## src/rtl/vga_pkg.sv

```systemverilog
// Shared definitions for the VGA pixel scheduler: source modes, bar colors, default raster size.
package vga_pkg;

    localparam int VGA_H_ACTIVE = 640;
    localparam int VGA_V_ACTIVE = 480;

    typedef enum logic [1:0] {
        MODE_BARS   = 2'd0,
        MODE_STREAM = 2'd1,
        MODE_WIN    = 2'd2,
        MODE_BLACK  = 2'd3
    } mode_e;

    localparam logic [23:0] BAR_C0 = 24'hFFFFFF;
    localparam logic [23:0] BAR_C1 = 24'hFFFF00;
    localparam logic [23:0] BAR_C2 = 24'h00FFFF;
    localparam logic [23:0] BAR_C3 = 24'h00FF00;
    localparam logic [23:0] BAR_C4 = 24'hFF00FF;
    localparam logic [23:0] BAR_C5 = 24'hFF0000;
    localparam logic [23:0] BAR_C6 = 24'h0000FF;
    localparam logic [23:0] BAR_C7 = 24'h000000;

    function automatic logic [23:0] bar_color(input logic [2:0] idx);
        case (idx)
            3'd0:    return BAR_C0;
            3'd1:    return BAR_C1;
            3'd2:    return BAR_C2;
            3'd3:    return BAR_C3;
            3'd4:    return BAR_C4;
            3'd5:    return BAR_C5;
            3'd6:    return BAR_C6;
            default: return BAR_C7;
        endcase
    endfunction

endpackage

```

## src/rtl/vga_bar_pattern.sv

```systemverilog
// Eight-bar test pattern: tracks position within the current bar without a divider.
module vga_bar_pattern
    import vga_pkg::*;
#(
    parameter int BAR_W = 80
) (
    input  logic        Clk,
    input  logic        Reset_n,
    input  logic        Adv_i,
    input  logic        Restart_i,
    output logic [23:0] Color_o
);

    localparam int CW = (BAR_W > 1) ? $clog2(BAR_W) : 1;

    logic [CW-1:0] cnt_q, cnt_d, cnt_cur;
    logic [2:0]    idx_q, idx_d, idx_cur;

    // Restart marks the current pixel as x=0, so it is colored from bar 0 in the same cycle.
    always_comb begin
        cnt_cur = Restart_i ? '0 : cnt_q;
        idx_cur = Restart_i ? '0 : idx_q;
        cnt_d   = cnt_q;
        idx_d   = idx_q;
        if (Adv_i) begin
            if (cnt_cur == CW'(BAR_W - 1)) begin
                cnt_d = '0;
                idx_d = idx_cur + 3'd1;
            end else begin
                cnt_d = cnt_cur + 1'b1;
                idx_d = idx_cur;
            end
        end else if (Restart_i) begin
            cnt_d = '0;
            idx_d = '0;
        end
        Color_o = bar_color(idx_cur);
    end

    always_ff @(posedge Clk or negedge Reset_n) begin
        if (!Reset_n) begin
            cnt_q <= '0;
            idx_q <= '0;
        end else begin
            cnt_q <= cnt_d;
            idx_q <= idx_d;
        end
    end

endmodule

```

## src/rtl/vga_pixel_sched.sv

```systemverilog
// Pixel-source scheduler feeding VGA_CTRL: one pixel per Data_Req from bars, stream, underrun color or black.
module vga_pixel_sched
    import vga_pkg::*;
#(
    parameter int          H_ACTIVE       = VGA_H_ACTIVE,
    parameter int          V_ACTIVE       = VGA_V_ACTIVE,
    parameter bit          VS_POL         = 1'b0,
    parameter logic [23:0] UNDERRUN_COLOR = 24'h808080
) (
    input  logic        Clk,
    input  logic        Reset_n,
    input  logic        Data_Req,
    input  logic        VGA_VS,
    input  logic [1:0]  Mode,
    input  logic [10:0] Win_X0,
    input  logic [10:0] Win_Y0,
    input  logic [10:0] Win_W,
    input  logic [10:0] Win_H,
    input  logic [23:0] St_Data,
    input  logic        St_Valid,
    output logic        St_Ready,
    output logic [23:0] DATA,
    output logic        Underrun,
    output logic [15:0] Frame_Underruns
);

    logic        vs_q, fs;
    mode_e       mode_q, mode_cur;
    logic [10:0] wx0_q, wy0_q, ww_q, wh_q;
    logic [10:0] wx0_cur, wy0_cur, ww_cur, wh_cur;
    logic [10:0] x_q, x_d, x_cur, y_q, y_d, y_cur;
    logic [11:0] x_end, y_end;
    logic        in_win, stream_sel, starve;
    logic [23:0] data_q, data_d, bar_rgb;
    logic        und_q, und_d;
    logic [15:0] run_q, run_d, run_base, fund_q, fund_d;

    // Frame start fires the cycle VGA_VS is first sampled at its new level.
    assign fs = VS_POL ? (!vs_q && VGA_VS) : (vs_q && !VGA_VS);

    // A request coincident with frame start already sees the new config at (0,0).
    assign mode_cur = fs ? mode_e'(Mode) : mode_q;
    assign wx0_cur  = fs ? Win_X0 : wx0_q;
    assign wy0_cur  = fs ? Win_Y0 : wy0_q;
    assign ww_cur   = fs ? Win_W  : ww_q;
    assign wh_cur   = fs ? Win_H  : wh_q;
    assign x_cur    = fs ? '0 : x_q;
    assign y_cur    = fs ? '0 : y_q;

    assign x_end  = {1'b0, wx0_cur} + {1'b0, ww_cur};
    assign y_end  = {1'b0, wy0_cur} + {1'b0, wh_cur};
    assign in_win = (x_cur >= wx0_cur) && ({1'b0, x_cur} < x_end) &&
                    (y_cur >= wy0_cur) && ({1'b0, y_cur} < y_end);

    assign stream_sel = (mode_cur == MODE_STREAM) || ((mode_cur == MODE_WIN) && in_win);
    assign St_Ready   = Data_Req && stream_sel;
    assign starve     = St_Ready && !St_Valid;

    vga_bar_pattern #(
        .BAR_W(H_ACTIVE / 8)
    ) u_bars (
        .Clk      (Clk),
        .Reset_n  (Reset_n),
        .Adv_i    (Data_Req),
        .Restart_i(x_cur == '0),
        .Color_o  (bar_rgb)
    );

    always_comb begin
        x_d      = x_q;
        y_d      = y_q;
        data_d   = data_q;
        und_d    = und_q || starve;
        run_base = fs ? '0 : run_q;
        run_d    = (starve && run_base != 16'hFFFF) ? run_base + 16'd1 : run_base;
        fund_d   = fs ? run_q : fund_q;
        if (Data_Req) begin
            if (x_cur == 11'(H_ACTIVE - 1)) begin
                x_d = '0;
                y_d = (y_cur == 11'(V_ACTIVE - 1)) ? '0 : y_cur + 11'd1;
            end else begin
                x_d = x_cur + 11'd1;
                y_d = y_cur;
            end
            if (stream_sel)
                data_d = St_Valid ? St_Data : UNDERRUN_COLOR;
            else if (mode_cur == MODE_BLACK)
                data_d = 24'h000000;
            else
                data_d = bar_rgb;
        end else if (fs) begin
            x_d = '0;
            y_d = '0;
        end
    end

    always_ff @(posedge Clk or negedge Reset_n) begin
        if (!Reset_n) begin
            vs_q   <= ~VS_POL;
            mode_q <= MODE_BARS;
            wx0_q  <= '0;
            wy0_q  <= '0;
            ww_q   <= '0;
            wh_q   <= '0;
            x_q    <= '0;
            y_q    <= '0;
            data_q <= '0;
            und_q  <= 1'b0;
            run_q  <= '0;
            fund_q <= '0;
        end else begin
            vs_q   <= VGA_VS;
            mode_q <= mode_cur;
            wx0_q  <= wx0_cur;
            wy0_q  <= wy0_cur;
            ww_q   <= ww_cur;
            wh_q   <= wh_cur;
            x_q    <= x_d;
            y_q    <= y_d;
            data_q <= data_d;
            und_q  <= und_d;
            run_q  <= run_d;
            fund_q <= fund_d;
        end
    end

    assign DATA            = data_q;
    assign Underrun        = und_q;
    assign Frame_Underruns = fund_q;

endmodule

```

## config.mk

```make
export PLATFORM = sky130hd
export DESIGN_NAME = vga_pixel_sched
export DESIGN_NICKNAME = d
export VERILOG_FILES = /design/src/rtl/vga_pkg.sv /design/src/rtl/vga_bar_pattern.sv /design/src/rtl/vga_pixel_sched.sv
export SDC_FILE = /design/constraint.sdc
export NUM_CORES = 1
export LEC_CHECK = 0
export ABC_AREA = 1
export ABC_CLOCK_PERIOD_IN_PS = 6000
export CORE_MARGIN = 1.5
export CORE_UTILIZATION = 24
export CTS_CLUSTER_DIAMETER = 200
export DETAILED_ROUTE_END_ITERATION = 6
export PLACE_DENSITY = 0.52
export SLEW_MARGIN = 25
export SYNTH_ARGS = -nofsm -noshare
export SYNTH_HDL_FRONTEND = slang
export SYNTH_SLANG_ARGS = --single-unit
```

## constraint.sdc

```tcl
create_clock -name Clk -period 6 [get_ports Clk]
set_input_delay 0.6 -clock Clk [delete_from_list [all_inputs] [get_ports Clk]]
set_output_delay 0.6 -clock Clk [all_outputs]
set_load 0.02 [all_outputs]
```

==> Word level (Yosys, flattened, before mapping) <==
Index checks and enable logic that the tools add are counted.
{ "totals": {"reg_bits": 136, "input_bits": 75, "out_inout_bits": 42, "wordCells": 76} }
{ "classes": {"n_addsub": 7, "order_cmp": 4, "n_eq_ne": 13, "mux": 24, "reduce_logical": 14} }
{ "ops": {"columns": ["operator", "n"], "rows": [
  ["24-bit one-hot mux with 7 select lines", 1],
  ["11-bit two-way mux", 11],
  ["24-bit two-way mux", 3],
  ["16-bit two-way mux", 2],
  ["11-bit by 11-bit adder with 12-bit output", 2],
  ["11-bit by 12-bit less-than comparator with 1-bit output", 2],
  ["11-bit by 1-bit adder with 11-bit output, second input constant", 2],
  ["11-bit >= comparator", 2],
  ["7-bit two-way mux", 3],
  ["16-bit by 1-bit adder with 16-bit output, second input constant", 1],
  ["16-bit inequality test, second input constant", 1],
  ["11-bit by 10-bit equality test with 1-bit output, second input constant", 1],
  ["11-bit by 9-bit equality test with 1-bit output, second input constant", 1],
  ["11-bit zero test", 1],
  ["3-bit equality test, second input constant", 3],
  ["3-bit two-way mux", 3],
  ["1-bit logical AND", 8],
  ["7-bit by 1-bit adder with 7-bit output, second input constant", 1],
  ["7-bit equality test, second input constant", 1],
  ["3-bit by 2-bit equality test with 1-bit output, second input constant", 2],
  ["2-bit equality test, second input constant", 2],
  ["3-bit by 1-bit adder with 3-bit output, second input constant", 1],
  ["3-bit by 1-bit equality test with 1-bit output, second input constant", 1],
  ["3-bit zero test", 1],
  ["4 further kinds", 6]
]} }

==> Logic depth before layout (Yosys ltp) <==
Gate-level depths: netlist of run 1.
{ "logic_depth": {"word_depth": 14, "ltp_mapped": 33} }

==> By module <==
From an unflattened synthesis of run 1, not the netlist that was laid out.
{ "hier_totals": {"cells_unflattened": 1145, "area_unflattened_um2": 8767.2} }
{ "modules_own_cells": {"columns": ["module", "instances", "cells_each", "area_per_inst_um2", "seq_area_each_um2"], "rows": [
  ["vga_pixel_sched", 1, 1047, 8034.0, 3154.3],
  ["vga_bar_pattern", 1, 98, 733.2, 250.2]
]} }

==> Least setup slack after synthesis of run 1 <==
No wires, ideal clock.
{ "synth_timing": {"path_kind": "input port to output port", "startpoint": "input port VGA_VS", "endpoint": "output port St_Ready", "t_arrival_ns": 4.302, "t_required_ns": 5.400, "slack_ns": 1.098, "cell_stages": 26, "path_cell_list": "nor2_4 > buf_4 > buf_2 > clkbuf_1 > buf_2 > buf_2 > nand2_1 > nand2_1 > ha_1 > inv_1 > fa_1 > o21ai_0 > a21oi_1 > nor2_1 > nor2_1 > xor2_1 > ha_1 > inv_1 > o31a_1 > nand2_1 > nand2_1 > nand2_1 > nand2_1 > nand3_4 > a21oi_4 > buf_6"} }
{ "synth_via": {"elab_chain_len": 11, "word_cells_on_any_way": 23, "cone_classes": "add/sub (2); order compare (4); eq/ne (2); mux (7); reduce/logical (8)"} }
{ "synth_rtl": {"columns": ["element", "line", "text"], "rows": [
  ["start: declaration", "vga_pixel_sched.sv:13", "input logic VGA_VS,"],
  ["1-bit zero test *", "vga_pixel_sched.sv:39", "assign fs = VS_POL ? (!vs_q && VGA_VS) : (vs_q && !VGA_VS);"],
  ["1-bit logical AND *", "vga_pixel_sched.sv:39", null],
  ["11-bit two-way mux *", "vga_pixel_sched.sv:43", "assign wx0_cur = fs ? Win_X0 : wx0_q;"],
  ["named net wx0_cur[0]", "vga_pixel_sched.sv:30", "logic [10:0] wx0_cur, wy0_cur, ww_cur, wh_cur;"],
  ["11-bit by 11-bit adder with 12-bit output", "vga_pixel_sched.sv:50", "assign x_end = {1'b0, wx0_cur} + {1'b0, ww_cur};"],
  ["11-bit by 12-bit less-than comparator with 1-bit output", "vga_pixel_sched.sv:52", "assign in_win = (x_cur >= wx0_cur) && ({1'b0, x_cur} < x_end) &&"],
  ["1-bit logical AND * (2 in series)", "vga_pixel_sched.sv:52", null],
  ["1-bit logical AND *", "vga_pixel_sched.sv:53", "(y_cur >= wy0_cur) && ({1'b0, y_cur} < y_end);"],
  ["1-bit logical AND *", "vga_pixel_sched.sv:55", "assign stream_sel = (mode_cur == MODE_STREAM) || ((mode_cur == MODE_WIN) && in_win);"],
  ["1-bit logical OR *", "vga_pixel_sched.sv:55", null],
  ["1-bit logical AND *", "vga_pixel_sched.sv:56", "assign St_Ready = Data_Req && stream_sel;"],
  ["end: declaration", "vga_pixel_sched.sv:21", "output logic St_Ready,"]
]} }
The timed path passes the listed nets; every way through them passes the cells marked *.

==> Worst setup path in the final report of run 1 <==
{ "layout_timing": {"startpoint": "input port VGA_VS", "endpoint": "output port St_Ready"} }
{ "layout_via": {"word_cells_on_any_way": 23, "cone_classes": "add/sub (2); order compare (4); eq/ne (2); mux (7); reduce/logical (8)"} }
{ "layout_rtl": {"columns": ["element", "line", "text"], "rows": [
  ["1-bit zero test *", "vga_pixel_sched.sv:39", null],
  ["1-bit logical AND *", "vga_pixel_sched.sv:39", null],
  ["11-bit two-way mux *", "vga_pixel_sched.sv:44", "assign wy0_cur = fs ? Win_Y0 : wy0_q;"],
  ["named net wy0_cur[1]", "vga_pixel_sched.sv:30", null],
  ["11-bit by 11-bit adder with 12-bit output / 11-bit >= comparator (equally long branches)", "vga_pixel_sched.sv:51, vga_pixel_sched.sv:53", null],
  ["11-bit by 12-bit less-than comparator with 1-bit output / 1-bit logical AND (equally long branches)", "vga_pixel_sched.sv:53, vga_pixel_sched.sv:52", null],
  ["1-bit logical AND *", "vga_pixel_sched.sv:53", null],
  ["1-bit logical AND *", "vga_pixel_sched.sv:55", null],
  ["1-bit logical OR *", "vga_pixel_sched.sv:55", null],
  ["1-bit logical AND *", "vga_pixel_sched.sv:56", null]
]} }
Marks and branches as above.

==> flow_metrics.tcl, run 1 <==
set metrics [dict create \
    grtUsageMet2 0.227 \
    placement.setup.worst_slack_ns 0.267 \
    tightestPinTransition_ns 0.939 \
    dp_hpwl_um 16700 \
    yosys.area.top_type_share 0.399 \
    grt_antenna_before_repair 1 \
    power.static_leakage_nw 5.24 \
    route.antenna.remaining_nets 0 \
    use_met1 0.163 \
    nets 1349 \
    synthesis.instances 1089 \
    final_min_period_over_clock_period 0.872 \
    hold_path.class "in -> async" \
    avgSynthCellArea_um2 7.77 \
    finalSetupViolCount 0 \
    top_usage_layer "met2" \
    startpoint_type "input port" \
    fin_worst_hold_slack_ns 0.160 \
    areaGrowthSynthToFinish_pct 26.8 \
    number_of_flops_mapped_to_enable_cells_by_yosys 0 \
    finClkSkew_ns 0.0129 \
    row_count 68 \
    critical_path.max_stage_delay_ns 0.57 \
    timing.critical_path.mode_cell "sky130_fd_sc_hd__nand2_1" \
    finalSetupTns_ns 0 \
    worst_setup_path_end_kind "primary output" \
    cell_area_after_synthesis_um2 8460 \
    viasPerCell 4.36 \
    number_of_global_route_vias_before_repair 7482 \
    async_flop_share 1.00 \
    final_critical_path_setup_slack_ns 0.770 \
    groute.layer.met3.usage 0.0213 \
    power_density_nw_per_um2 272 \
    grt_use_total 0.132 \
    wl_um 22800 \
    hold_violations 0 \
    clock-sinks 136 \
    critPathKind "in -> out" \
    final-max-slew-violation-count 0 \
    remaining_drc_errors 0 \
    synth_cell_type_count 45 \
    cts_root_buffer "sky130_fd_sc_hd__clkbuf_16" \
    routed_via_count 7289 \
    timing.critical_path.max_delay_family "simple AND/OR/NAND/NOR gates" \
    io-pin-count 117 \
    dominantRegCellSynth "sky130_fd_sc_hd__dfrtp_1" \
    chipHeight_um 191 \
    tritoncts "done" \
    grt_setup_unrepaired "no" \
    layout-drive-gt1-share 0.0757 \
    ys_warn_count 0 \
    synth_fp_nets 1235 \
    status "finished, final reports clean" \
    total_buffers_and_inverters_traversed_by_the_critical_path 3 \
    drt-initial-drc-count 337 \
    netlist_top_cells_area "sky130_fd_sc_hd__dfrtp_1, sky130_fd_sc_hd__nand2_1, sky130_fd_sc_hd__ha_1" \
    die-area_um2 36400 \
    critical_path_required_ns 5.40 \
    cts_inserted_buffers 17 \
    critical_path_peak_fanout 7 \
    grt_first_pass_wirelength_um 38000 \
    grt_max_degree 75 \
    gp_congestion 0.846 \
    initial_utilization 0.244 \
    post-route-cell-area_um2 10700 \
    netlist.top_cell.by_area "sky130_fd_sc_hd__dfrtp_1" \
    synth-seq-area-share 0.402 \
    max_cap_viols 0 \
    relSlewSlack 0.372 \
    cts-root-to-sink-buffers 2 \
    synthesized_flop_and_latch_total 136 \
    global_route.overflow_total 0 \
    arrival_ns 4.63 \
    port_buffers 116 \
    cts.clk_slew.worst_paths_ns 0.07 \
    design.core.area_um2 34600 \
    drt_first_pass_iters 5 \
    cts_hold_buffers_added 0 \
    critical-path-slowest-cell "sky130_fd_sc_hd__clkdlybuf4s50_1" \
    min_period_ns 5.23 \
    cts-htree-levels 4 \
    detail_route.wl_per_cell_um 13.6 \
    clock_insertion_delay_worst_skew_ns 0.44 \
    die_width_um 191 \
    ir_worst_vdd_v 0.000193 \
    detailed_place.area_um2 10100 \
    max_clock_freq_mhz 191 \
]
through the flow:
stage                     total power [mW]  std cells   util
after global routing                  3.12       1672  0.310
after global placement                1.79       1639  0.291
after CTS                             2.97       1671  0.310
final                                 2.92       1672  0.310
after detailed placement              1.80       1639  0.291
after floorplan                       1.53       1089      -
cell usage in the layout, fill, tap and decap left out, types with 36 or more instances in the layout:
cell	n
sky130_fd_sc_hd__ha_1	69
sky130_fd_sc_hd__o21ai_0	46
sky130_fd_sc_hd__clkdlybuf4s50_1	114
sky130_fd_sc_hd__a21oi_1	42
sky130_fd_sc_hd__nand4_1	36
sky130_fd_sc_hd__nand3_1	75
sky130_fd_sc_hd__nand2_1	300
sky130_fd_sc_hd__dfrtp_1	135
sky130_fd_sc_hd__inv_1	132
sky130_fd_sc_hd__nor2_1	83
cells by family after synthesis:
group	count (synthesis)	share of synthesized area
AND/OR/NAND/NOR	559	0.292
buffers and inverters	171	0.0840
flip-flops	136	0.402
AO/OA/AOI/OAI	113	0.0744
adder cells (fa/ha/maj)	71	0.107
XOR/XNOR	39	0.0404
flip-flops by register name, indices dropped and copies added (netlist names), 11 cells and up:
name and cells:
wh_q 11, Frame_Underruns 16, ww_q 11, DATA 24
x_q 11, y_q 11, wx0_q 11, run_q 16
wy0_q 11
Yosys cell counts (5+ instances only):
library cell / n
sky130_fd_sc_hd__or2_2: 15
sky130_fd_sc_hd__nor2_2: 6
sky130_fd_sc_hd__nor3_1: 16
sky130_fd_sc_hd__nand3_1: 75
sky130_fd_sc_hd__dfrtp_1: 135
sky130_fd_sc_hd__nand4_1: 36
sky130_fd_sc_hd__xor2_1: 26
sky130_fd_sc_hd__buf_6: 5
sky130_fd_sc_hd__nand2_2: 8
sky130_fd_sc_hd__a21oi_1: 42
sky130_fd_sc_hd__buf_2: 10
sky130_fd_sc_hd__nor2_1: 84
sky130_fd_sc_hd__ha_1: 69
sky130_fd_sc_hd__nand2_1: 300
sky130_fd_sc_hd__inv_1: 132
sky130_fd_sc_hd__xnor2_1: 13
sky130_fd_sc_hd__clkbuf_1: 15
sky130_fd_sc_hd__nor4_1: 7
sky130_fd_sc_hd__inv_2: 6
sky130_fd_sc_hd__o21ai_0: 47
worst reg2reg max path, delay by kind of cell (launching register included):
family | cells | cell delay [ns]
and+or+nand+nor | 15 | 1.45
AOI/OAI and AO/OA | 6 | 0.92
buffers and inverters | 3 | 0.74
DFF | 1 | 0.58
adders and majority gates | 2 | 0.56
xor gates and xnor gates | 1 | 0.17
layout make-up:
class / count / area [µm²]
fill: 3633 / 23900
multi-input combinational: 782 / 4350
sequential: 136 / 3400
timing repair buffer: 128 / 1250
tap: 455 / 569
inverter: 138 / 518
clock buffer: 18 / 429
clock inverter: 14 / 199
antenna: 1 / 2.50
metal layers:
| metal | share of wire | vias up |
|---|---|---|
| met4 | 0.024 | 0 |
| li1 | - | 3741 |
| met1 | 0.46 | 3434 |
| met2 | 0.49 | 83 |
| met5 | 0 | - |
| met3 | 0.022 | 31 |
power by group:
group / switching (mW) / leakage (nW) / total [mW] / internal (mW)
Clock: 0.449 / 0.293 / 1.15 / 0.699
Sequential: 0.0297 / 1.74 / 1.03 / 0.998
Combinational: 0.442 / 3.20 / 0.746 / 0.304
worst paths after layout:
check	from	end	slack, ns	depth (start not counted)
worst max-delay path	VGA_VS	St_Ready	0.77	25
worst min-delay path	Reset_n	Frame_Underruns[9]	0.16	1
worst max register to register	vs_q	DATA[23]	1.53	27
worst min register to register	x_q[10]	x_q[10]	0.45	1
max in group asynchronous	Reset_n	DATA[0]	4.50	2
min in group Clk	x_q[10]	x_q[10]	0.45	1
what timing repair did:
item                       CTS  global route
setup endpoints to repair    0             1
resized for setup            0             3
setup buffers                0             0
Note: power is estimated with default switching activity, not from simulation.
==> run 2: changes to the inputs <==
--- a/config.mk
+++ b/config.mk
@@ -10,8 +10,10 @@
 export CORE_MARGIN = 1.5
 export CORE_UTILIZATION = 24
 export CTS_CLUSTER_DIAMETER = 200
+export CTS_CLUSTER_SIZE = 30
 export DETAILED_ROUTE_END_ITERATION = 6
 export PLACE_DENSITY = 0.52
+export SETUP_SLACK_MARGIN = 0.2
 export SLEW_MARGIN = 25
 export SYNTH_ARGS = -nofsm -noshare
 export SYNTH_HDL_FRONTEND = slang
==> results of run 2 <==
No change in the layout: final DEF, timing and power equal those of run 1.
